**src/rtl/ps2_host_tx.sv**
```systemverilog
// PS/2 host-to-device command transmitter: inhibits the bus, issues a request-to-send,
// shifts out {parity, data} on device clock falling edges and checks the device ACK.
`timescale 1ns/1ps

module ps2_host_tx #(
   parameter int unsigned INHIBIT_CYCLES = 5000,
   parameter int unsigned START_TIMEOUT  = 750000,
   parameter int unsigned FRAME_TIMEOUT  = 100000
) (
   input  logic       clk,
   input  logic       rst_n,
   input  logic [7:0] tx_data,
   input  logic       tx_start,
   output logic       tx_busy,
   output logic       tx_done,
   output logic       tx_err,
   input  logic       ps2_clk_in,
   input  logic       ps2_data_in,
   output logic       ps2_clk_oe,
   output logic       ps2_data_oe
);

   localparam int CNT_W = 20;
   localparam logic [CNT_W-1:0] CNT_MAX      = '1;
   localparam logic [CNT_W-1:0] INHIBIT_LAST = CNT_W'(INHIBIT_CYCLES - 1);
   localparam logic [CNT_W-1:0] START_LAST   = CNT_W'(START_TIMEOUT - 1);
   localparam logic [CNT_W-1:0] FRAME_LAST   = CNT_W'(FRAME_TIMEOUT - 1);

   typedef enum logic [2:0] {
      ST_IDLE,
      ST_INHIBIT,
      ST_REQ,
      ST_DATA,
      ST_STOP,
      ST_ACK,
      ST_DONE,
      ST_ERR
   } state_t;

   state_t           state_q, state_d;
   logic [8:0]       frame_q, frame_d;
   logic [3:0]       idx_q, idx_d;
   logic [CNT_W-1:0] cnt_q, cnt_d;
   logic             busy_q, busy_d;
   logic             done_q, done_d;
   logic             err_q, err_d;
   logic             clk_oe_q, clk_oe_d;
   logic             data_oe_q, data_oe_d;

   // bit 0 = PS/2 clock, bit 1 = PS/2 data; idle bus level is high
   logic [1:0]       sync1_q, sync2_q;
   logic             clk_prev_q;
   logic             ps2_clk_s;
   logic             ps2_data_s;
   logic             fe;

   always_ff @(posedge clk or negedge rst_n) begin
      if (!rst_n) begin
         sync1_q    <= 2'b11;
         sync2_q    <= 2'b11;
         clk_prev_q <= 1'b1;
      end else begin
         sync1_q    <= {ps2_data_in, ps2_clk_in};
         sync2_q    <= sync1_q;
         clk_prev_q <= sync2_q[0];
      end
   end

   assign ps2_clk_s  = sync2_q[0];
   assign ps2_data_s = sync2_q[1];
   assign fe         = clk_prev_q & ~ps2_clk_s;

   always_ff @(posedge clk or negedge rst_n) begin
      if (!rst_n) begin
         state_q   <= ST_IDLE;
         frame_q   <= '0;
         idx_q     <= '0;
         cnt_q     <= '0;
         busy_q    <= 1'b0;
         done_q    <= 1'b0;
         err_q     <= 1'b0;
         clk_oe_q  <= 1'b0;
         data_oe_q <= 1'b0;
      end else begin
         state_q   <= state_d;
         frame_q   <= frame_d;
         idx_q     <= idx_d;
         cnt_q     <= cnt_d;
         busy_q    <= busy_d;
         done_q    <= done_d;
         err_q     <= err_d;
         clk_oe_q  <= clk_oe_d;
         data_oe_q <= data_oe_d;
      end
   end

   always_comb begin
      state_d   = state_q;
      frame_d   = frame_q;
      idx_d     = idx_q;
      cnt_d     = (cnt_q == CNT_MAX) ? cnt_q : cnt_q + 1'b1;
      busy_d    = busy_q;
      done_d    = 1'b0;
      err_d     = 1'b0;
      clk_oe_d  = clk_oe_q;
      data_oe_d = data_oe_q;

      case (state_q)
         ST_IDLE: begin
            clk_oe_d  = 1'b0;
            data_oe_d = 1'b0;
            cnt_d     = '0;
            if (tx_start) begin
               frame_d  = {~^tx_data, tx_data};
               busy_d   = 1'b1;
               clk_oe_d = 1'b1;
               state_d  = ST_INHIBIT;
            end
         end

         ST_INHIBIT: begin
            if (cnt_q >= INHIBIT_LAST) begin
               clk_oe_d  = 1'b0;
               data_oe_d = 1'b1;
               cnt_d     = '0;
               state_d   = ST_REQ;
            end
         end

         ST_REQ: begin
            if (fe) begin
               data_oe_d = ~frame_q[0];
               idx_d     = 4'd1;
               cnt_d     = '0;
               state_d   = ST_DATA;
            end else if (cnt_q >= START_LAST) begin
               state_d = ST_ERR;
            end
         end

         // the frame counter keeps running across DATA/STOP/ACK from the first edge
         ST_DATA: begin
            if (cnt_q >= FRAME_LAST) begin
               state_d = ST_ERR;
            end else if (fe) begin
               data_oe_d = ~frame_q[idx_q];
               if (idx_q == 4'd8) begin
                  state_d = ST_STOP;
               end else begin
                  idx_d = idx_q + 4'd1;
               end
            end
         end

         ST_STOP: begin
            if (cnt_q >= FRAME_LAST) begin
               state_d = ST_ERR;
            end else if (fe) begin
               data_oe_d = 1'b0;
               state_d   = ST_ACK;
            end
         end

         ST_ACK: begin
            if (cnt_q >= FRAME_LAST) begin
               state_d = ST_ERR;
            end else if (fe) begin
               if (!ps2_data_s) begin
                  done_d    = 1'b1;
                  busy_d    = 1'b0;
                  clk_oe_d  = 1'b0;
                  data_oe_d = 1'b0;
                  state_d   = ST_DONE;
               end else begin
                  state_d = ST_ERR;
               end
            end
         end

         ST_DONE: begin
            state_d = ST_IDLE;
         end

         ST_ERR: begin
            state_d = ST_IDLE;
         end

         default: begin
            state_d = ST_IDLE;
         end
      endcase

      // every path into ERR releases the bus and pulses the error flag exactly once
      if (state_d == ST_ERR && state_q != ST_ERR) begin
         err_d     = 1'b1;
         busy_d    = 1'b0;
         clk_oe_d  = 1'b0;
         data_oe_d = 1'b0;
      end
   end

   assign tx_busy     = busy_q;
   assign tx_done     = done_q;
   assign tx_err      = err_q;
   assign ps2_clk_oe  = clk_oe_q;
   assign ps2_data_oe = data_oe_q;

endmodule
```
**config.mk**
```make
export PLATFORM = sky130hd
export DESIGN_NAME = ps2_host_tx
export DESIGN_NICKNAME = d
export VERILOG_FILES = /design/src/rtl/ps2_host_tx.sv
export SDC_FILE = /design/constraint.sdc
export NUM_CORES = 1
export LEC_CHECK = 0
export ABC_AREA = 1
export CORE_MARGIN = 8
export CORE_UTILIZATION = 66
export CTS_BUF_LIST = sky130_fd_sc_hd__clkbuf_4 sky130_fd_sc_hd__clkbuf_8
export DETAILED_ROUTE_END_ITERATION = 10
export HOLD_SLACK_MARGIN = 0.05
export PLACE_DENSITY = 0.88
export SYNTH_ARGS = -nofsm -noshare
export SYNTH_HDL_FRONTEND = slang
export SYNTH_SLANG_ARGS = --single-unit
```
**constraint.sdc**
```tcl
create_clock -name clk -period 4.5 [get_ports clk]
set_input_delay 0.45 -clock clk [delete_from_list [all_inputs] [get_ports clk]]
set_output_delay 0.45 -clock clk [all_outputs]
set_load 0.05 [all_outputs]
```
# Word-level counts from Yosys, hierarchy flattened
# Cells that the tools add are included.
# op_classes
n_addsub	2
eq_ne	25
bitwise	4
reduce_logical	13
magnitude_cmp	4
mux	47
# op_table
op	n
$mux 20	3
$pmux 20 s3	1
$mux 3	11
$ne 3x3->1 const B	11
$mux 1	22
$pmux 3 s7	1
$add 20x1->20 const B	1
$eq 20x20->1 const B	1
$ge 20x13->1 const B	1
$ge 20x17->1 const B	1
$ge 20x20->1 const B	1
$mux 4	4
$eq 3x3->1 const B	5
$reduce_and 5->1	3
$reduce_and 10->1	1
$ne 2x2->1 const B	4
$pmux 4 s2	1
$reduce_xnor 8->1	1
$reduce_bool 7->1	1
$eq 3x2->1 const B	2
$pmux 1 s6	1
$lt 4x5->1 const B	1
$add 4x1->4 const B	1
$bmux 1 s4	1
13 further kinds	15
# word_totals
register_bits	46
output_inout_bits	5
in_bits	13
wordCells	107

# Longest topological paths before layout
# logic_depth
word_depth	9
ltp_mapped	15

# Least setup slack after synthesis
# OpenSTA, ideal clock, no wires.
# synth_path
kind	reg-to-reg
startpoint	reg cnt_q[0]
endpoint	reg data_oe_q (netlist: ps2_data_oe)
stages_incl_launch_ff	16
setup_slack_ns	2.763
arrival_time_ns	1.618
synth_period_minus_slack_ns	1.737
n_path_buf	0
path_cell_list	dfrtp_1 -> ha_1 -> nand2_1 -> nor2_4 -> nand3_1 -> nand2_1 -> nand2_2 -> nand2_1 -> nand2_2 -> nand3_1 -> nor2_2 -> nor2_2 -> nand2_2 -> nand2_1 -> nand2_1 -> a21oi_2
# synth_between
elab_chain_cells	8
elab_cells_between_ends	24
classes_between	3 x order compare; 10 x eq/ne; 8 x mux; 3 x reduce/logical
# synth_lines
item	line	rtl
start: declaration	43	logic [CNT_W-1:0] cnt_q, cnt_d;
start signal: assignment	88	cnt_q <= cnt_d;
$ge 20x20->1	136	end else if (cnt_q >= START_LAST) begin
$mux 3	136	
$mux 3	131	if (fe) begin
$pmux 3 s7	108	case (state_q)
$eq 3x3->1	194	if (state_d == ST_ERR && state_q != ST_ERR) begin
$logic_and 1x1->1	194	
$reduce_bool 7->1 (no line) / $ne 3x3->1 (equally long branches)	-	
$reduce_and 10->1 (no line)	-	
end signal: assignment	93	data_oe_q <= data_oe_d;
end: declaration	48	logic data_oe_q, data_oe_d;
# Several ways; a longest one is shown, not always the timed one.
# A chain may end at the register's enable or synchronous reset.

# Worst setup path after layout
# layout_path
startpoint	reg cnt_q[13]
endpoint	reg cnt_q[9]
# layout_between
elab_chain_cells	4
elab_cells_between_ends	6
classes_between	1 x order compare; 1 x eq/ne; 4 x mux
# layout_lines
item	line
branches (longest 3 deep; another with $ge 20x13->1)	-
$pmux 20 s3 (*)	108
via cnt_d[9]	43
# Mark *: on every way through the listed nets, which the timed path passes.

==> impl_metrics.json <==
{
  "wl_per_cell_um": 15.2,
  "peakVddDrop_uv": 247,
  "path_delay_family": "simple AND/OR/NAND/NOR gates",
  "grt_pass1_vias": 2419,
  "clk_path_buf_depth": 2,
  "drt_pass1_iterations": 9,
  "fp.dieW_um": 80.7,
  "h-tree-depth": 2,
  "outcome": "completed",
  "row_count": 23,
  "wl_mm": 6.54,
  "final_common_cell": "nand2_1",
  "utilization_pct": 77.3,
  "cts_root_buf": "clkbuf_8",
  "ys_seq_elements": 46,
  "finalSetupViolations": 0,
  "tns_ns": 0,
  "synthCells": 358,
  "finalMaxSlewViolations": 0,
  "ys_warn_count": 0,
  "viasPerCell": 5.89,
  "required_ns": 4.71,
  "synth_flop_cell": "dfrtp_1",
  "portBuffers": 17,
  "dieHeight_um": 80.7,
  "io_pins": 18,
  "syn_area_per_cell_um2": 7.72,
  "ant_nets": 0,
  "syn_nets": 374,
  "fin_cells": 430,
  "p_leak_nw": 1.51,
  "grt_pass1_wl_mm": 10.9,
  "rsz0062_at_grt": "no",
  "endpoint_kind": "register",
  "cts_tree": "built",
  "dp_cells": 422,
  "cts_resized": 0,
  "period_minus_slack_ns": 2.12,
  "gr-total-overflow": 0,
  "ys_seq_area_share_pct": 41.9,
  "min_path_type": "primary input to async pin",
  "cts.clk_slew.worst_paths_ns": 0.10,
  "cp_common_cell": "nand3_1",
  "grt_max_degree": 47,
  "cap_violations": 0,
  "cp_max_fo": 11,
  "n_fill_cell": 284,
  "cpMaxStageDelayCell": "dfrtp_1",
  "clk_latency_ns": 0.30,
  "route.detailed.drc": 0,
  "worstPathCellList": "nor2_1 > nand3_1 > nor3_1 > nand3_1 > nand2_2 > inv_1 > a211oi_1",
  "worst_slew_pin_slew_ns": 0.998,
  "start_util_pct": 68.6,
  "antenna_found_initial": 0,
  "max_stage_delay_ns": 0.47,
  "diodes": 0,
  "synth_enable_flop_cells": 0,
  "hpwl_mm": 4.62,
  "max_freq_mhz": 472,
  "start_kind": "register",
  "place.gp.congestion": 0.918,
  "track_usage_pct": 21.0,
  "maxSlewHeadroom_pct": 33.5,
  "cts_buffers": 5,
  "syn-cell-area_mm2": 0.00276,
  "pwr_density_cell_mw_per_mm2": 269,
  "async_flop_share_pct": 100,
  "skew_ns": 0.00962,
  "die_area_mm2": 0.00651,
  "clock_sinks": 46,
  "syn_to_final_growth_pct": 12.7,
  "finalNetCount": 395,
  "path_buf_inv": 1,
  "drtIter0Drc": 368,
  "synth_cell_type_count": 41,
  "fin_crit_sh_pct": 47.1,
  "worst-setup-path-type": "register to register",
  "final_cell_mix": "nand2_1 (76), inv_1 (46), nor2_1 (44)",
  "finalHoldViolCount": 0,
  "vias": 2534,
  "drive_gt1_share_pct": 12.9,
  "arrival_ns": 2.33,
  "cts_setup_buffers": 0,
  "core_mm2": 0.00403,
  "holdBufCountCts": 0
}
==> through the flow <==
stage	power (mW)	instance area, µm²	hold WS (ns)	worst slack, ns
after global placement	0.474	2980	0.346	2.47
after CTS	0.841	3110	0.357	2.43
after floorplan	0.452	2760	0.154	2.76
after detailed placement	0.476	2980	0.350	2.41
after global routing	0.869	3110	0.367	2.25
final	0.838	3110	0.308	2.38
==> metal layers <==
metal / GRT usage (%) / wire length, µm / vias to the layer above
met3: 4.13 / 534 / 29
met1: 26.7 / 2780 / 1135
li1: - / - / 1214
met2: 33.6 / 3020 / 156
met4: 9.64 / 208 / 0
met5: 0 / 0 / -
==> registers in the layout, summed over array words and instances, names as in the netlist <==
name	cells
sync1_q	2
state_q	3
cnt_q	20
clk_prev_q	1
frame_q	9
tx_err	1
sync2_q	2
idx_q	4
tx_done	1
ps2_clk_oe	1
tx_busy	1
ps2_data_oe	1
==> kinds of logic after synthesis <==
| kind of cell | count (synthesis) | synth area share [%] |
|---|---|---|
| and+or+nand+nor | 187 | 33.1 |
| xor gates and xnor gates | 14 | 4.44 |
| AOI/OAI and AO/OA | 53 | 11.5 |
| DFF | 46 | 41.9 |
| buffers and inverters | 55 | 7.70 |
| adders and majority gates | 3 | 1.36 |
==> worst reg2reg max path, stage by stage (launching register included) <==
cell      delay [ns]
dfrtp_1         0.47
nor2_1          0.20
nand3_1         0.15
nor3_1          0.23
nand3_1         0.20
nand2_2         0.25
inv_1           0.25
a211oi_1        0.27
==> cell usage after synthesis (6+ instances only) <==
cell type | instances | share of area, %
nand2_1 | 76 | 10
inv_1 | 46 | 6.3
nor2_1 | 44 | 6.0
dfrtp_1 | 41 | 37
nand3_1 | 27 | 4.9
o21ai_0 | 18 | 3.3
a21oi_1 | 12 | 2.2
xnor2_1 | 8 | 2.5
nor2_2 | 7 | 1.6
nand4_1 | 6 | 1.4
xor2_1 | 6 | 1.9
==> area by class of cell <==
| cell class | count | area [µm²] | area share (%) |
|---|---|---|---|
| tap | 50 | 62.6 | 2.01 |
| clock buffer | 5 | 68.8 | 2.21 |
| clock inverter | 3 | 68.8 | 2.21 |
| inverter | 52 | 198 | 6.35 |
| sequential | 46 | 1160 | 37.2 |
| multi-input combinational | 257 | 1390 | 44.7 |
| timing repair buffer | 17 | 165 | 5.31 |
==> power breakdown <==
| part | internal, mW | switching, mW |
|---|---|---|
| Clock | 0.223 | 0.148 |
| Combinational | 0.0193 | 0.0209 |
| Sequential | 0.423 | 0.00463 |
==> path summary, 6_finish.rpt <==
kind,from,end,slack (ns),depth (start not counted)
min in group clk,sync1_q[0],sync2_q[0],0.36,0
min,rst_n,cnt_q[11],0.31,1
max reg2reg,cnt_q[13],cnt_q[9],2.38,7
min reg2reg,sync1_q[0],sync2_q[0],0.36,0
max,cnt_q[13],cnt_q[9],2.38,7
max in group asynchronous,rst_n,idx_q[1],3.58,1
Power figures use the tool's default switching activity.
==> patch, RTL diff (config.mk and constraints unchanged) <==
Put one more register stage on the output `ps2_data_oe`, cleared by the reset. The value now appears one clock later. The other outputs are not delayed to match.
--- a/src/rtl/ps2_host_tx.sv
+++ b/src/rtl/ps2_host_tx.sv
@@ -205,3 +205,9 @@
    assign ps2_clk_oe  = clk_oe_q;
-   assign ps2_data_oe = data_oe_q;
+   always_ff @(posedge clk or negedge rst_n) begin
+      if (!rst_n) begin
+         ps2_data_oe <= '0;
+      end else begin
+         ps2_data_oe <= data_oe_q;
+      end
+   end
 
Check against the original RTL: no difference found for any inputs over 10 cycles, from zero or initial values and one cycle with rst_n low; that may be too few to reach the edited logic, so the function may still have changed.
==> patch against the original RTL <==
  * Combinational power shrank 1%
  * Worst setup slack gained 0.030 ns
  * Global-route usage shrank 1.3 points
  * Power shrank 4.9%
  * Hold slack lost 0.0074 ns
  * Count of clock-buffer cells in the layout is the same
  * Design area grew 0.12%
  * Sequential share of layout area grew 0.76 points
  * Non-clock buffer count is the same
  * Die area grew 0.72%
  * Area after synthesis grew 0.91%
  * Sequential cell count grew 1
  * Clock power shrank 13%
  * Wire length shrank 10%
  * Largest cell class unchanged
==> patch: results (changes against the original RTL) <==
- Clock Skews: 0.00999 ns (+0.000370 ns)
- Routed via count: 2485 (-1.9%)
- Post-Place Cells: 423 (+0.24%)
- Gr usage total: 0.196 (-0.0132)
- DP Area: 3000 sq um (+0.84%)
- Final std cells w/o fill: 431 (+0.23%)
- Largest net degree at the start of global routing: 48 (+2.1%)
- Initial drt markers: 188 (-49%)
- Met3 routed WL: 364 um (-32%)
- Post-DP HPWL: 4370 um (-5.4%)
- FF-to-FF Start: sync2_q[0]
- M1 wire length: 2680 um (-3.9%)
- Layout Nets: 396 (+0.25%)
- Post-Syn Instances: 359 (+0.28%)
- TritonRoute pass-1 iters: 5 (-4)
- GP Congestion: 0.977 (+6.5%)
- Worst vdd ir: 0.261 mV (+5.6%)
- Measured slew at the worst slew-check pin: 1.01 ns (+0.00911 ns)
- Post-Route WL: 5880 um (-10%)
- Clk_lat worst skew: 0.32 ns (+0.02 ns)
- Vias in the first global route: 2351 (-2.8%)
- WP data arrival: 2.35 ns (+0.02 ns)
- Worst-path fanout max: 6 (-5)
- Outcome: finished clean
- Syn nets: 375 (+0.27%)
- Post-synthesis sequential area ratio: 0.424 (+0.00522)
- Synth top cells by count: nand2_1, inv_1, nor2_1
- Reg2reg end: data_oe_q
## patch: worst max-delay path by stage
stage,cells after the start,to,start,slack (ns)
3_3_place_gp,11,data_oe_q,tx_start,2.48
4_1_cts,10,data_oe_q,sync2_q[0],2.45
5_1_grt,10,cnt_q[9],cnt_q[0],2.24
3_5_place_dp,11,data_oe_q,tx_start,2.41
6_report,10,data_oe_q,sync2_q[0],2.41
2_1_floorplan,15,data_oe_q,cnt_q[0],2.76
## patch: per-layer routing
layer	up-vias	global-route usage
met5	-	0
met2	96	0.313
met3	20	0.0342
met1	1159	0.253
li1	1210	-
met4	0	0.0964
## patch: worst max-delay path, stage by stage, from the launching register on
cell,delay (ns)
dfstp_2,0.54
or2_0,0.33
inv_1,0.17
nor2_1,0.18
a21boi_1,0.18
nor2_1,0.09
nor2_2,0.17
nand2_2,0.10
nand2_1,0.08
nand2_1,0.07
a21oi_2,0.12
## patch: area by class of cell
type	instances	area, sq um
Timing Repair Buffer	17	165
Sequential cell	47	1180
Inverter	52	198
Tap cell	50	62.6
Multi-Input combinational cell	257	1390
Clock inverter	3	47.5
Clock buffer	5	68.8
Fill cell	301	912
## patch: kinds of logic (layout without fill, tap and decap cells)
kind of cell,after synthesis,count (layout),share of synthesized area
buffers and inverters,55,77,0.0763
adders and majority gates,3,3,0.0135
xor gates and xnor gates,14,14,0.0440
AOI/OAI and AO/OA,53,53,0.114
DFF,47,47,0.424
and+or+nand+nor,187,187,0.328
## patch: report_power, final
group	internal (W)	switching, W	total, W
Clock	0.000168	0.000153	0.000321
Sequential	0.000432	0.00000419	0.000436
Combinational	0.0000193	0.0000206	0.0000398
Total	0.000619	0.000177	0.000797
